`src/rtl/pc_redirect_ctrl.sv`:
```
// Control-flow redirect sequencer: arbitrates ID jumps vs EX branches/register
// jumps, forms the target PC, and hands a valid/ready redirect to fetch.
module pc_redirect_ctrl #(
    parameter int WORD_SIZE = 16,
    parameter int CNT_WIDTH = 16
) (
    input  logic                 clk,
    input  logic                 reset_n,
    input  logic                 id_valid,
    input  logic [3:0]           id_opcode,
    input  logic [WORD_SIZE-1:0] id_pc,
    input  logic [WORD_SIZE-1:0] id_imm,
    input  logic                 ex_valid,
    input  logic [3:0]           ex_opcode,
    input  logic [WORD_SIZE-1:0] ex_pc,
    input  logic [WORD_SIZE-1:0] ex_imm,
    input  logic                 ex_br_taken,
    input  logic                 ex_jr_req,
    input  logic [WORD_SIZE-1:0] ex_jr_target,
    input  logic                 redir_ready,
    output logic                 redir_valid,
    output logic [WORD_SIZE-1:0] redir_pc,
    output logic                 flush_if,
    output logic                 flush_id,
    output logic                 stall_fe,
    output logic [CNT_WIDTH-1:0] redir_cnt
);

    localparam logic [3:0] OP_BNE = 4'd0;
    localparam logic [3:0] OP_BEQ = 4'd1;
    localparam logic [3:0] OP_BGZ = 4'd2;
    localparam logic [3:0] OP_BLZ = 4'd3;
    localparam logic [3:0] OP_JMP = 4'd9;
    localparam logic [3:0] OP_JAL = 4'd10;

    typedef enum logic {
        S_IDLE = 1'b0,
        S_PEND = 1'b1
    } state_t;

    state_t                 r_state;
    state_t                 w_state_nxt;
    logic [WORD_SIZE-1:0]   r_pc;
    logic                   r_flush_if;
    logic                   r_flush_id;
    logic [CNT_WIDTH-1:0]   r_cnt;

    logic                   w_ex_is_br;
    logic                   w_ex_req;
    logic                   w_id_req;
    logic [WORD_SIZE-1:0]   w_ex_tgt;
    logic [WORD_SIZE-1:0]   w_id_tgt;
    logic                   w_take;
    logic                   w_accept;

    assign w_ex_is_br = (ex_opcode == OP_BNE) || (ex_opcode == OP_BEQ) ||
                        (ex_opcode == OP_BGZ) || (ex_opcode == OP_BLZ);
    assign w_ex_req   = ex_valid && ((w_ex_is_br && ex_br_taken) || ex_jr_req);
    assign w_id_req   = id_valid && ((id_opcode == OP_JMP) || (id_opcode == OP_JAL));

    // Adder drops the carry, so branch targets wrap modulo 2^WORD_SIZE.
    assign w_ex_tgt = ex_jr_req ? ex_jr_target : (ex_pc + ex_imm);
    assign w_id_tgt = {id_pc[WORD_SIZE-1:12], id_imm[11:0]};

    assign w_take   = (r_state == S_IDLE) && (w_ex_req || w_id_req);
    assign w_accept = (r_state == S_PEND) && redir_ready;

    always_ff @(posedge clk or negedge reset_n) begin
        if (!reset_n) begin
            r_state <= S_IDLE;
        end else begin
            r_state <= w_state_nxt;
        end
    end

    always_comb begin
        w_state_nxt = r_state;
        unique case (r_state)
            S_IDLE: if (w_take)      w_state_nxt = S_PEND;
            S_PEND: if (redir_ready) w_state_nxt = S_IDLE;
            default:                 w_state_nxt = S_IDLE;
        endcase
    end

    // Target and flush pulses are captured only on the IDLE->PEND edge.
    always_ff @(posedge clk or negedge reset_n) begin
        if (!reset_n) begin
            r_pc       <= '0;
            r_flush_if <= 1'b0;
            r_flush_id <= 1'b0;
        end else if (w_take) begin
            r_pc       <= w_ex_req ? w_ex_tgt : w_id_tgt;
            r_flush_if <= 1'b1;
            r_flush_id <= w_ex_req;
        end else begin
            r_flush_if <= 1'b0;
            r_flush_id <= 1'b0;
        end
    end

    always_ff @(posedge clk or negedge reset_n) begin
        if (!reset_n) begin
            r_cnt <= '0;
        end else if (w_accept) begin
            r_cnt <= r_cnt + CNT_WIDTH'(1);
        end
    end

    always_comb begin
        redir_valid = 1'b0;
        stall_fe    = 1'b0;
        unique case (r_state)
            S_IDLE: begin
                redir_valid = 1'b0;
                stall_fe    = 1'b0;
            end
            S_PEND: begin
                redir_valid = 1'b1;
                stall_fe    = 1'b1;
            end
            default: begin
                redir_valid = 1'b0;
                stall_fe    = 1'b0;
            end
        endcase
    end

    assign redir_pc  = r_pc;
    assign flush_if  = r_flush_if;
    assign flush_id  = r_flush_id;
    assign redir_cnt = r_cnt;

endmodule

```
`config.mk`:
```
export PLATFORM = sky130hd
export DESIGN_NAME = pc_redirect_ctrl
export DESIGN_NICKNAME = d
export VERILOG_FILES = /design/src/rtl/pc_redirect_ctrl.sv
export SDC_FILE = /design/constraint.sdc
export NUM_CORES = 1
export LEC_CHECK = 0
export CORE_MARGIN = 4
export CORE_UTILIZATION = 44
export CTS_CLUSTER_DIAMETER = 120
export DETAILED_ROUTE_END_ITERATION = 12
export PLACE_DENSITY = 0.91
export SLEW_MARGIN = 25
export SYNTH_ARGS = -nofsm -noshare
export SYNTH_HDL_FRONTEND = slang
export SYNTH_SLANG_ARGS = --single-unit
export TNS_END_PERCENT = 50
```
`constraint.sdc`:
```
create_clock -name clk -period 4.35 [get_ports clk]
set_input_delay 0.6525 -clock clk [delete_from_list [all_inputs] [get_ports clk]]
set_output_delay 0.6525 -clock clk [all_outputs]
set_load 0.05 [all_outputs]
```
== After elaboration in Yosys (flattened, before gate mapping) ==
Cells that the tools add are included.
Widths: inputs -> output; s select.
Word-level totals
  bits in registers: 35
  input port bits: 95
  output and inout bits: 36
  logic and storage cells: 32
Operators by class
  $add $sub $neg: 2
  equality and inequality tests: 5
  multiplexer cells: 7
  bitwise operators: 1
  reductions and logical operators: 12
Operator list (count)
  $mux 16: 2
  $add 16x1->16 const B: 1
  $add 16x16->16: 1
  $eq 4x2->1 const B: 2
  $eq 4x4->1 const B: 2
  $logic_or 1x1->1: 6
  $logic_and 1x1->1: 5
  $eq 4x1->1 const B: 1
  $logic_not 4->1: 1
  $pmux 1 s2: 2
  $mux 1: 3
  $not 1->1: 1

== Depth between registers and ports, before layout ==
Gate-level depths: netlist of the first run.
  word-level depth: 11
  mapped depth: 8
  depth with buffers taken out: 7

== Least setup slack after synthesis of the first run ==
OpenSTA, ideal clock, no wires.
  kind: in2reg
  start: input port ex_pc[9]
  end: register r_pc[13] (netlist: redir_pc[13])
  setup time: 0.128 ns
  arrival time: 2.182 ns
  required time: 4.222 ns
  slack: 2.040 ns
  stages: 6
  buffers on the path: 0
  cells stage by stage: ha_1 a21o_1 a221o_1 a21o_1 a2111oi_4 nor3_1
On the way
  longest elaborated chain between the ends: 3
RTL lines
  from (decl): RTL line 15  | input logic [WORD_SIZE-1:0] ex_pc,
  $add 16x16->16: RTL line 62  | assign w_ex_tgt = ex_jr_req ? ex_jr_target : (ex_pc + ex_imm);
  $mux 16: RTL line 62
  $mux 16: RTL line 92  | r_pc <= w_ex_req ? w_ex_tgt : w_id_tgt;
  to (signal assigned): RTL line 92
  to (decl): RTL line 43  | logic [WORD_SIZE-1:0] r_pc;
No other way between the ends.
A chain may end at the register's enable or synchronous reset.

== Worst setup path in the final report of the first run ==
  start: input port ex_pc[0]
  end: register r_pc[8] (netlist: redir_pc[8])
The elaborated chain is that of the path after synthesis.

==> reports/qor.txt, run 1 <==
final worst setup slack - 1.65 ns
hold buffer count at CTS - 0
Fmax achieved - 370 MHz
# Max-Cap Violations - 0
sequential power share - 31.3%
Synth Cell Area - 2580 µm²
vias post-DR - 2522
Period minus WS final - 2.70 ns
total track usage - 20.2%
layout cells sized above 1 - 4.60%
clock latency on the worst-skew pair - 0.29 ns
DRC Markers - 0
EDFF count, synth - 0
initial antenna violation count - 0
CP endpoint kind - register
clock power share - 16.1%
Std-Cell Rows - 27
status - finished, final reports clean
max-slew violation count - 0
Num CTS Buffers - 5
PwrDens - 386 nW/µm²
Root Driver - clkbuf_8
Ports - 131
Area growth syn-to-layout - 48.4%
CP Max Fanout - 3
synth top area cells - dfrtp_1 34%, ha_1 7.8%, xnor2_1 5.8%
cell taking the most area after synthesis - dfrtp_1
Setup Fix Bufs, Post-CTS - 0
Post-Syn Area per Cell - 9.14 µm²
first-pass GRT wire length - 11.7 mm
Antenna diodes - 0
VDD IR max - 0.325 mV
drt total wl - 7.30 mm
Critical Path RT - 4.50 ns
clk buf depth - 2
die area - 7150 µm²
routed length per instance - 15.8 µm
Clk pin slew, worst setup/hold paths - 0.07 ns
YS warnings - 0
post-synth cell types - 57
CTS resizes - 0
Startpoint Class - input pin
TritonCTS clock tree - yes
dpl ws - 1.36 ns
vias per cell - 5.45
drt initial violations - 125
Final TNS setup - 0 ns
Final #Nets - 503
number of global-route vias before repair - 2510
total gr overflow - 0
Critical Setup Path Class - input pin to register
sequential area share after synthesis - 34.0%
Fin Clk Skew - 0.00588 ns
largest net degree at the start of global routing - 36
# H-tree levels - 2
Vert. Die Dim - 84.6 µm
Slew headroom - 63.6%
Final HPWL DP - 6.04 mm
final hold vios - 0
worst hold path type - register to register
crit path cell chain - clkdlybuf4s50_1 > ha_1 > fa_1 > a211oi_1 > o211a_1 > nor3_1 > o31ai_1 > a22oi_1
Int Power - 0.000829 W
Starting Density - 46.0%
CP max stage cell - fa_1
core area - 5610 µm²
Logic pwr share - 52.6%
port bufs - 112
RD Place Congestion - 0.861
Synth top area share - 34.0%
sw frac - 43.8%
NetSw - 0.000647 W
period utilization - 62.0%
setup repair after global routing missed its margin - false
Slew @ Worst Pin - 0.544 ns
post-route ant nets - 0
async set-or-reset flop fraction in the synthesized netlist - 100%
Final Hold Slack - 0.488 ns
post-synth net total - 394
Worst path max stage delay - 0.43 ns
fill count - 453
Worst R2R Setup Slack - 2.41 ns
Crit path buffers/inverters - 1
flops & latches, synth - 35
Final setup viols - 0
Die X - 84.6 µm
Leakage - 1.60 nW
First-pass DRT Iterations - 4
ys flop type - dfrtp_1
total clock sinks - 35
Gate Count Post-Synth - 282
Worst EP arrival - 2.85 ns
cell family with most CP delay - compound AO/OA/AOI/OAI gates
==> Yosys cell counts, types with 3 or more instances <==
cell type and count:
xnor2_1 17, mux2i_1 5, a21o_1 7, nand3_1 11, a221oi_1 4, inv_1 6, buf_4 3, a22o_1 4
nand2_1 17, nand3b_1 6, dfrtp_1 35, o21ai_0 19, nor2_1 26, ha_1 16, and3_1 8, xor2_1 7
a21oi_1 20, o211ai_1 3, nand4_1 4, a211oi_1 7, nor3_1 10, clkbuf_1 6
==> final cells by class <==
cell class | count | area (µm²) | share of cell area (%)
multi-input combinational | 228 | 1610 | 42.0
inverter | 7 | 28.8 | 0.752
clock buffer | 6 | 82.6 | 2.16
tap | 72 | 90.1 | 2.35
clock inverter | 1 | 5.00 | 0.131
timing repair buffer | 114 | 1140 | 29.7
sequential | 35 | 876 | 22.9
==> power groups by stage <==
stage               Clock (W)  Sequential (W)  Combinational [W]
floorplan                   0        0.000723           0.000230
global placement            0        0.000462           0.000765
detailed placement          0        0.000467           0.000779
CTS                  0.000242        0.000461           0.000781
global route         0.000251        0.000473           0.000820
finish               0.000238        0.000462           0.000777
==> metrics by stage <==
step	cell area, µm²	total power (W)	utilization [%]	cells
4_1_cts	3830	0.00148	68.3	463
5_1_grt	3830	0.00154	68.3	463
3_5_place_dp	3740	0.00125	66.7	456
2_1_floorplan	2580	0.000953	-	282
3_3_place_gp	3740	0.00123	66.7	456
6_report	3830	0.00148	68.3	463
==> per-layer routing <==
| layer | global-route usage, % | vias up | part of all wire, % |
|---|---|---|---|
| met5 | 0 | - | 0 |
| met4 | 6.47 | 0 | 1.7 |
| met3 | 3.04 | 9 | 6.0 |
| met2 | 37.2 | 89 | 51 |
| met1 | 24.0 | 1160 | 41 |
| li1 | - | 1264 | - |
==> worst min-delay path: stages (launching register included) <==
cell     delay (ns)
dfrtp_1        0.35
nand2_1        0.05
o21ai_0        0.06
==> registers in the layout, indices dropped and copies added (netlist names) <==
| register | flops |
|---|---|
| flush_id | 1 |
| flush_if | 1 |
| r_state | 1 |
| redir_cnt | 16 |
| redir_pc | 16 |
==> placed cells by master (no fill, tap or decap), types with 2 or more instances in the layout <==
master / n
clkdlybuf4s50_1: 112
dfrtp_1: 35
nor2_1: 26
a21oi_1: 20
o21ai_0: 19
xnor2_1: 17
nand2_1: 17
ha_1: 16
nand3_1: 11
nor3_1: 10
and3_1: 8
a211oi_1: 7
a21o_1: 7
xor2_1: 7
inv_1: 6
nand3b_1: 6
clkbuf_8: 6
mux2i_1: 5
a22o_1: 4
nand4_1: 4
a221oi_1: 4
o211ai_1: 3
nand4bb_1: 2
nor4_1: 2
o31ai_1: 2
nor3b_1: 2
o21a_1: 2
nand2b_1: 2
buf_4: 2
==> cells by family after synthesis <==
logic type / count (synthesis) / synth area share (%)
and+or+nand+nor: 99 / 21.0
xor gates and xnor gates: 24 / 8.15
DFF: 35 / 34.0
AOI/OAI and AO/OA: 82 / 22.3
adders and majority gates: 17 / 8.54
muxes: 6 / 2.38
buffers and inverters: 19 / 3.64
==> final timing paths <==
path                              from      endpoint  cells past startpoint
max in group asynchronous      reset_n      flush_id                      2
min reg2reg                redir_pc[1]   redir_pc[1]                      2
max                           ex_pc[0]   redir_pc[8]                      8
min in group asynchronous      reset_n   redir_pc[5]                      2
max reg2reg                    r_state  redir_pc[15]                      6
min                        redir_pc[1]   redir_pc[1]                      2
No activity file was read; power rests on OpenSTA's default activity.
==> run 2, diff against run 1 <==
CORE_UTILIZATION = 41   (was 44)
PLACE_DENSITY = 0.86   (was 0.91)
clock period = 2.8 ns   (was 4.35 ns; I/O delays follow)
==> run 2 against run 1 <==
Critical path depth unchanged; cell area increased by 1.1%; via count increased by 1.0%; setup slack got worse by 1.2 ns; global-route usage decreased by 0.70 points; combinational power increased by 56%; power increased by 63%; sequential share of layout area decreased by 0.24 points; critical path type unchanged; highest routed layer unchanged.
==> reports/qor.txt, run 2 (same netlist as run 1, synthesis figures left out) <==
dpl ws - 0.155 ns (was 1.36 ns)
Fmax achieved - 422 MHz
CP max stage cell - fa_1 (unchanged)
Std-Cell Rows - 28 (was 27)
die area - 7620 µm² (was 7150 µm²)
period utilization - 84.7%
TritonCTS clock tree - yes (unchanged)
Root Driver - clkbuf_8 (unchanged)
Slew @ Worst Pin - 0.550 ns (was 0.544 ns)
Critical Path RT - 2.95 ns (was 4.50 ns)
initial antenna violation count - 0 (unchanged)
port bufs - 112 (unchanged)
Critical Setup Path Class - input pin to register (unchanged)
Die X - 87.3 µm (was 84.6 µm)
clock latency on the worst-skew pair - 0.29 ns (about the same)
# Max-Cap Violations - 0 (unchanged)
routed length per instance - 16.0 µm (was 15.8 µm)
First-pass DRT Iterations - 4 (unchanged)
total clock sinks - 35 (unchanged)
Fin Clk Skew - 0.00609 ns (was 0.00588 ns)
post-route ant nets - 0 (unchanged)
first-pass GRT wire length - 11.8 mm (was 11.7 mm)
VDD IR max - 0.631 mV (was 0.325 mV)
drt total wl - 7.47 mm (was 7.30 mm)
Leakage - 1.61 nW (was 1.60 nW)
max-slew violation count - 0 (unchanged)
CP Max Fanout - 3 (unchanged)
Num CTS Buffers - 5 (unchanged)
Final Hold Slack - 0.497 ns (was 0.488 ns)
Slew headroom - 63.2% (was 63.6%)
crit path cell chain - clkdlybuf4s50_1 > ha_1 > fa_1 > a211oi_1 > o211a_1 > nor3_1 > o31ai_1 > a22oi_1 (unchanged)
area of the multi-input gates - 1610 µm² (unchanged)
Vert. Die Dim - 87.3 µm (was 84.6 µm)
PwrDens - 620 nW/µm² (was 386 nW/µm²)
register area - 876 µm² (unchanged)
vias post-DR - 2548 (was 2522)
Final setup viols - 0 (unchanged)
Area growth syn-to-layout - 50.0% (was 48.4%)
clk buf depth - 2 (unchanged)
drt initial violations - 151 (was 125)
layout cells sized above 1 - 5.09% (was 4.60%)
hold buffer count at CTS - 0 (unchanged)
Worst EP arrival - 2.52 ns (was 2.85 ns)
fill count - 500 (was 453)
most common cell after layout, fill and taps aside - clkdlybuf4s50_1 (unchanged)
status - finished, final reports clean (unchanged)
Setup Fix Bufs, Post-CTS - 0 (unchanged)
Period minus WS final - 2.37 ns
Antenna diodes - 0 (unchanged)
Clk pin slew, worst setup/hold paths - 0.07 ns (about the same)
most frequent cells in the layout - 112 x clkdlybuf4s50_1, 35 x dfrtp_1, 26 x nor2_1, 20 x a21oi_1, 19 x o21ai_0 (unchanged)
largest net degree at the start of global routing - 36 (unchanged)
core area - 6030 µm² (was 5610 µm²)
total gr overflow - 0 (unchanged)
Starting Density - 42.8% (was 46.0%)
final hold vios - 0 (unchanged)
setup repair after global routing missed its margin - false (unchanged)
total track usage - 19.5% (was 20.2%)
# H-tree levels - 2 (unchanged)
Startpoint Class - input pin (unchanged)
Final HPWL DP - 5.98 mm (was 6.04 mm)
vias per cell - 5.44 (was 5.45)
final worst setup slack - 0.429 ns (was 1.65 ns)
DRC Markers - 0 (unchanged)
CP endpoint kind - register (unchanged)
Final TNS setup - 0 ns (unchanged)
RD Place Congestion - 0.827 (was 0.861)
number of global-route vias before repair - 2484 (was 2510)
Ports - 131 (unchanged)
Final #Nets - 504 (was 503)
CTS resizes - 0 (unchanged)
Worst path max stage delay - 0.44 ns (was 0.43 ns)
worst hold path type - register to register (unchanged)
run 2: per-stage QoR:
step	area (µm²)	std cells	utilization, %	power, W
5_1_grt	3870	468	64.2	0.00251
4_1_cts	3870	468	64.2	0.00241
2_1_floorplan	2580	282	-	0.00148
3_5_place_dp	3750	460	62.3	0.00194
3_3_place_gp	3750	460	62.3	0.00191
6_report	3870	468	64.2	0.00240
run 2: path summary, 6_finish.rpt:
check                              startpoint       endpoint  slack (ns)  cells after the start
worst min register to register  redir_cnt[11]  redir_cnt[11]        0.50                      1
worst max-delay path                 ex_pc[0]    redir_pc[8]        0.43                      8
min in group asynchronous             reset_n   redir_cnt[6]        0.54                      2
worst min-delay path            redir_cnt[11]  redir_cnt[11]        0.50                      1
max in group asynchronous             reset_n    redir_pc[0]        1.95                      2
worst max register to register        r_state   redir_pc[15]        0.88                      6
run 2: power breakdown:
group	switching, W	total [W]	leakage (nW)	internal [W]
sequential	0.0000939	0.000716	0.432	0.000622
combinational	0.000736	0.00121	1.12	0.000475
clock	0.000184	0.000472	0.0612	0.000288
run 2: final cells by class:
class | instances | share of cell area, %
Multi-Input combinational cell | 228 | 41.6
Clock buffer | 6 | 2.13
Tap cell | 75 | 2.43
Inverter | 7 | 0.744
Clock inverter | 2 | 0.906
Timing Repair Buffer | 115 | 29.6
Sequential cell | 35 | 22.6
run 2: layer usage:
| layer | global-route usage [%] | routed length (µm) | vias up | share of wire, % |
|---|---|---|---|---|
| met2 | 33.4 | 3700 | 89 | 50 |
| met4 | 6.69 | 158 | 0 | 2.1 |
| li1 | - | - | 1258 | - |
| met3 | 3.69 | 474 | 15 | 6.3 |
| met5 | 0 | 0 | - | 0 |
| met1 | 24.6 | 3130 | 1186 | 42 |
run 2: worst max-delay path, delay by kind of cell:
family | cells | cell delay, ns
adder cells (fa/ha/maj) | 2 | 0.68
AND/OR/NAND/NOR | 1 | 0.06
buffers and inverters | 1 | 0.40
AO/OA/AOI/OAI | 4 | 0.95
==> run 3, diff against run 2 <==
clock period = 2.4 ns   (was 2.8 ns; I/O delays follow)
==> run 3 against run 2 <==
Utilization rose by 1.9 points; clock power rose by 17%; power rose by 18%; clock skew rose by 0.00086 ns; sequential cell count did not move; critical path type unchanged.
==> reports/qor.txt, run 3 (same netlist as run 1, synthesis figures left out) <==
Num CTS Buffers - 5 (unchanged)
drt initial violations - 148 (was 151)
Logic pwr share - 51.1% (was 50.5%)
worst hold path type - input pin to asynchronous set/reset pin (was register to register)
Leakage - 1.69 nW (was 1.61 nW)
Critical Setup Path Class - input pin to register (unchanged)
sequential power share - 29.3% (was 29.8%)
Max Used Layer - met4 (unchanged)
RD Place Congestion - 0.831 (was 0.827)
M1 WL - 3.15 mm (was 3.13 mm)
metal2 WL - 3.80 mm (was 3.70 mm)
initial antenna violation count - 0 (unchanged)
routed length per instance - 15.6 µm (was 16.0 µm)
Startpoint Class - input pin (unchanged)
Clk pin slew, worst setup/hold paths - 0.07 ns (about the same)
post-route ant nets - 0 (unchanged)
vias per cell - 5.44 (about the same)
Setup Fix Bufs, Post-CTS - 0 (unchanged)
Ports - 131 (unchanged)
CP endpoint kind - register (unchanged)
Final #Nets - 519 (was 504)
total gr overflow - 0 (unchanged)
status - finished, final reports clean (unchanged)
First-pass DRT Iterations - 4 (unchanged)
DRC Markers - 0 (unchanged)
Antenna diodes - 0 (unchanged)
register area - 876 µm² (unchanged)
Die X - 87.3 µm (unchanged)
port bufs - 112 (unchanged)
Slew headroom - 62.7% (was 63.2%)
worst reg-to-reg path cell count - 6 (unchanged)
Int Power - 0.00164 W (was 0.00138 W)
area of the multi-input gates - 1610 µm² (unchanged)
Worst EP arrival - 2.43 ns (was 2.52 ns)
layout cells sized above 1 - 8.58% (was 5.09%)
Period minus WS final - 2.28 ns
most common cell after layout, fill and taps aside - clkdlybuf4s50_1 (unchanged)
drt total wl - 7.54 mm (was 7.47 mm)
Area growth syn-to-layout - 54.4% (was 50.0%)
period utilization - 95.0%
total track usage - 19.8% (was 19.5%)
first-pass GRT wire length - 12.2 mm (was 11.8 mm)
reg-to-reg startpoint - r_state (unchanged)
Slew @ Worst Pin - 0.558 ns (was 0.550 ns)
Vert. Die Dim - 87.3 µm (unchanged)
# H-tree levels - 2 (unchanged)
worst r2r dst - redir_pc[15] (unchanged)
dpl ws - -0.152 ns (was 0.155 ns)
Root Driver - clkbuf_8 (unchanged)
Std-Cell Rows - 28 (unchanged)
final worst setup slack - 0.121 ns (was 0.429 ns)
met3 wire length - 482 µm (was 474 µm)
clk buf depth - 2 (unchanged)
total clock sinks - 35 (unchanged)
Fin Clk Skew - 0.00695 ns (was 0.00609 ns)
fill count - 499 (was 500)
CTS resizes - 0 (unchanged)
die area - 7620 µm² (unchanged)
most frequent cells in the layout - 112 x clkdlybuf4s50_1, 35 x dfrtp_1, 26 x nor2_1, 20 x a21oi_1, 19 x o21ai_0 (unchanged)
sw frac - 42.1% (was 42.3%)
Tot Pwr - 0.00284 W (was 0.00240 W)
clock power share - 19.5% (was 19.7%)
number of global-route vias before repair - 2604 (was 2484)
CP Max Fanout - 3 (unchanged)
Starting Density - 42.8% (unchanged)
max-slew violation count - 0 (unchanged)
core area - 6030 µm² (unchanged)
hold buffer count at CTS - 0 (unchanged)
# Max-Cap Violations - 0 (unchanged)
Final HPWL DP - 6.14 mm (was 5.98 mm)
clock latency on the worst-skew pair - 0.28 ns (was 0.29 ns)
PwrDens - 712 nW/µm² (was 620 nW/µm²)
Fmax achieved - 439 MHz
final hold vios - 0 (unchanged)
VDD IR max - 0.610 mV (was 0.631 mV)
setup repair after global routing missed its margin - false (unchanged)
TritonCTS clock tree - yes (unchanged)
Worst R2R Setup Slack - 0.45 ns (was 0.88 ns)
largest net degree at the start of global routing - 36 (unchanged)
Critical Path RT - 2.55 ns (was 2.95 ns)
NetSw - 0.00120 W (was 0.00101 W)
vias post-DR - 2627 (was 2548)
Final setup viols - 0 (unchanged)
[run 3: changes by cell type in the layout (fill, tap and decap cells not counted)]
cell / delta
buf_4: +15
[run 3: worst max-delay path by stage]
stage	startpoint	endpoint	slack, ns
2_1_floorplan	ex_pc[9]	redir_pc[13]	0.38
3_3_place_gp	ex_pc[0]	redir_pc[8]	-0.13
3_5_place_dp	ex_pc[0]	redir_pc[8]	-0.15
4_1_cts	ex_pc[0]	redir_pc[8]	0.13
5_1_grt	ex_pc[0]	redir_pc[8]	0.02
6_report	ex_pc[0]	redir_pc[8]	0.12
[run 3: final cells by class]
cell class / instances / share of cell area, %
multi-input cells: 228 / 40.4
flip-flops and latches: 35 / 22.0
clock inverters: 2 / 0.880
repair buffers: 130 / 31.6
inverters: 7 / 0.723
clock buffers: 6 / 2.07
well taps: 75 / 2.36
[run 3: critical path: stages]
cell,delay [ns]
clkdlybuf4s50_1,0.41
ha_1,0.22
fa_1,0.41
a211oi_1,0.25
buf_4,0.15
o211a_1,0.17
nor3_1,0.06
o31ai_1,0.24
a22oi_1,0.14
[run 3: metal layers]
layer	GRT usage, %	up-vias
met2	34.7	82
li1	-	1301
met1	24.4	1232
met4	5.16	0
met3	4.45	12
met5	0	-
[run 3: power by group through the flow]
| stage | clock (W) | combinational [W] | sequential (W) |
|---|---|---|---|
| 2_1_floorplan | 0 | 0.000416 | 0.00131 |
| 3_3_place_gp | 0 | 0.00142 | 0.000835 |
| 3_5_place_dp | 0 | 0.00145 | 0.000844 |
| 4_1_cts | 0.000560 | 0.00146 | 0.000834 |
| 5_1_grt | 0.000594 | 0.00153 | 0.000852 |
| 6_report | 0.000554 | 0.00145 | 0.000832 |
[run 3: through the flow]
stage	setup TNS (ns)	area (µm²)	cells	hold WS, ns	utilization, %
after floorplan	0	2580	282	0.0644	-
after global placement	-0.626	3860	475	0.455	64.1
after CTS	0	3980	483	0.497	66.1
after global routing	0	3980	483	0.503	66.1
final	0	3980	483	0.492	66.1
after detailed placement	-0.764	3860	475	0.486	64.1
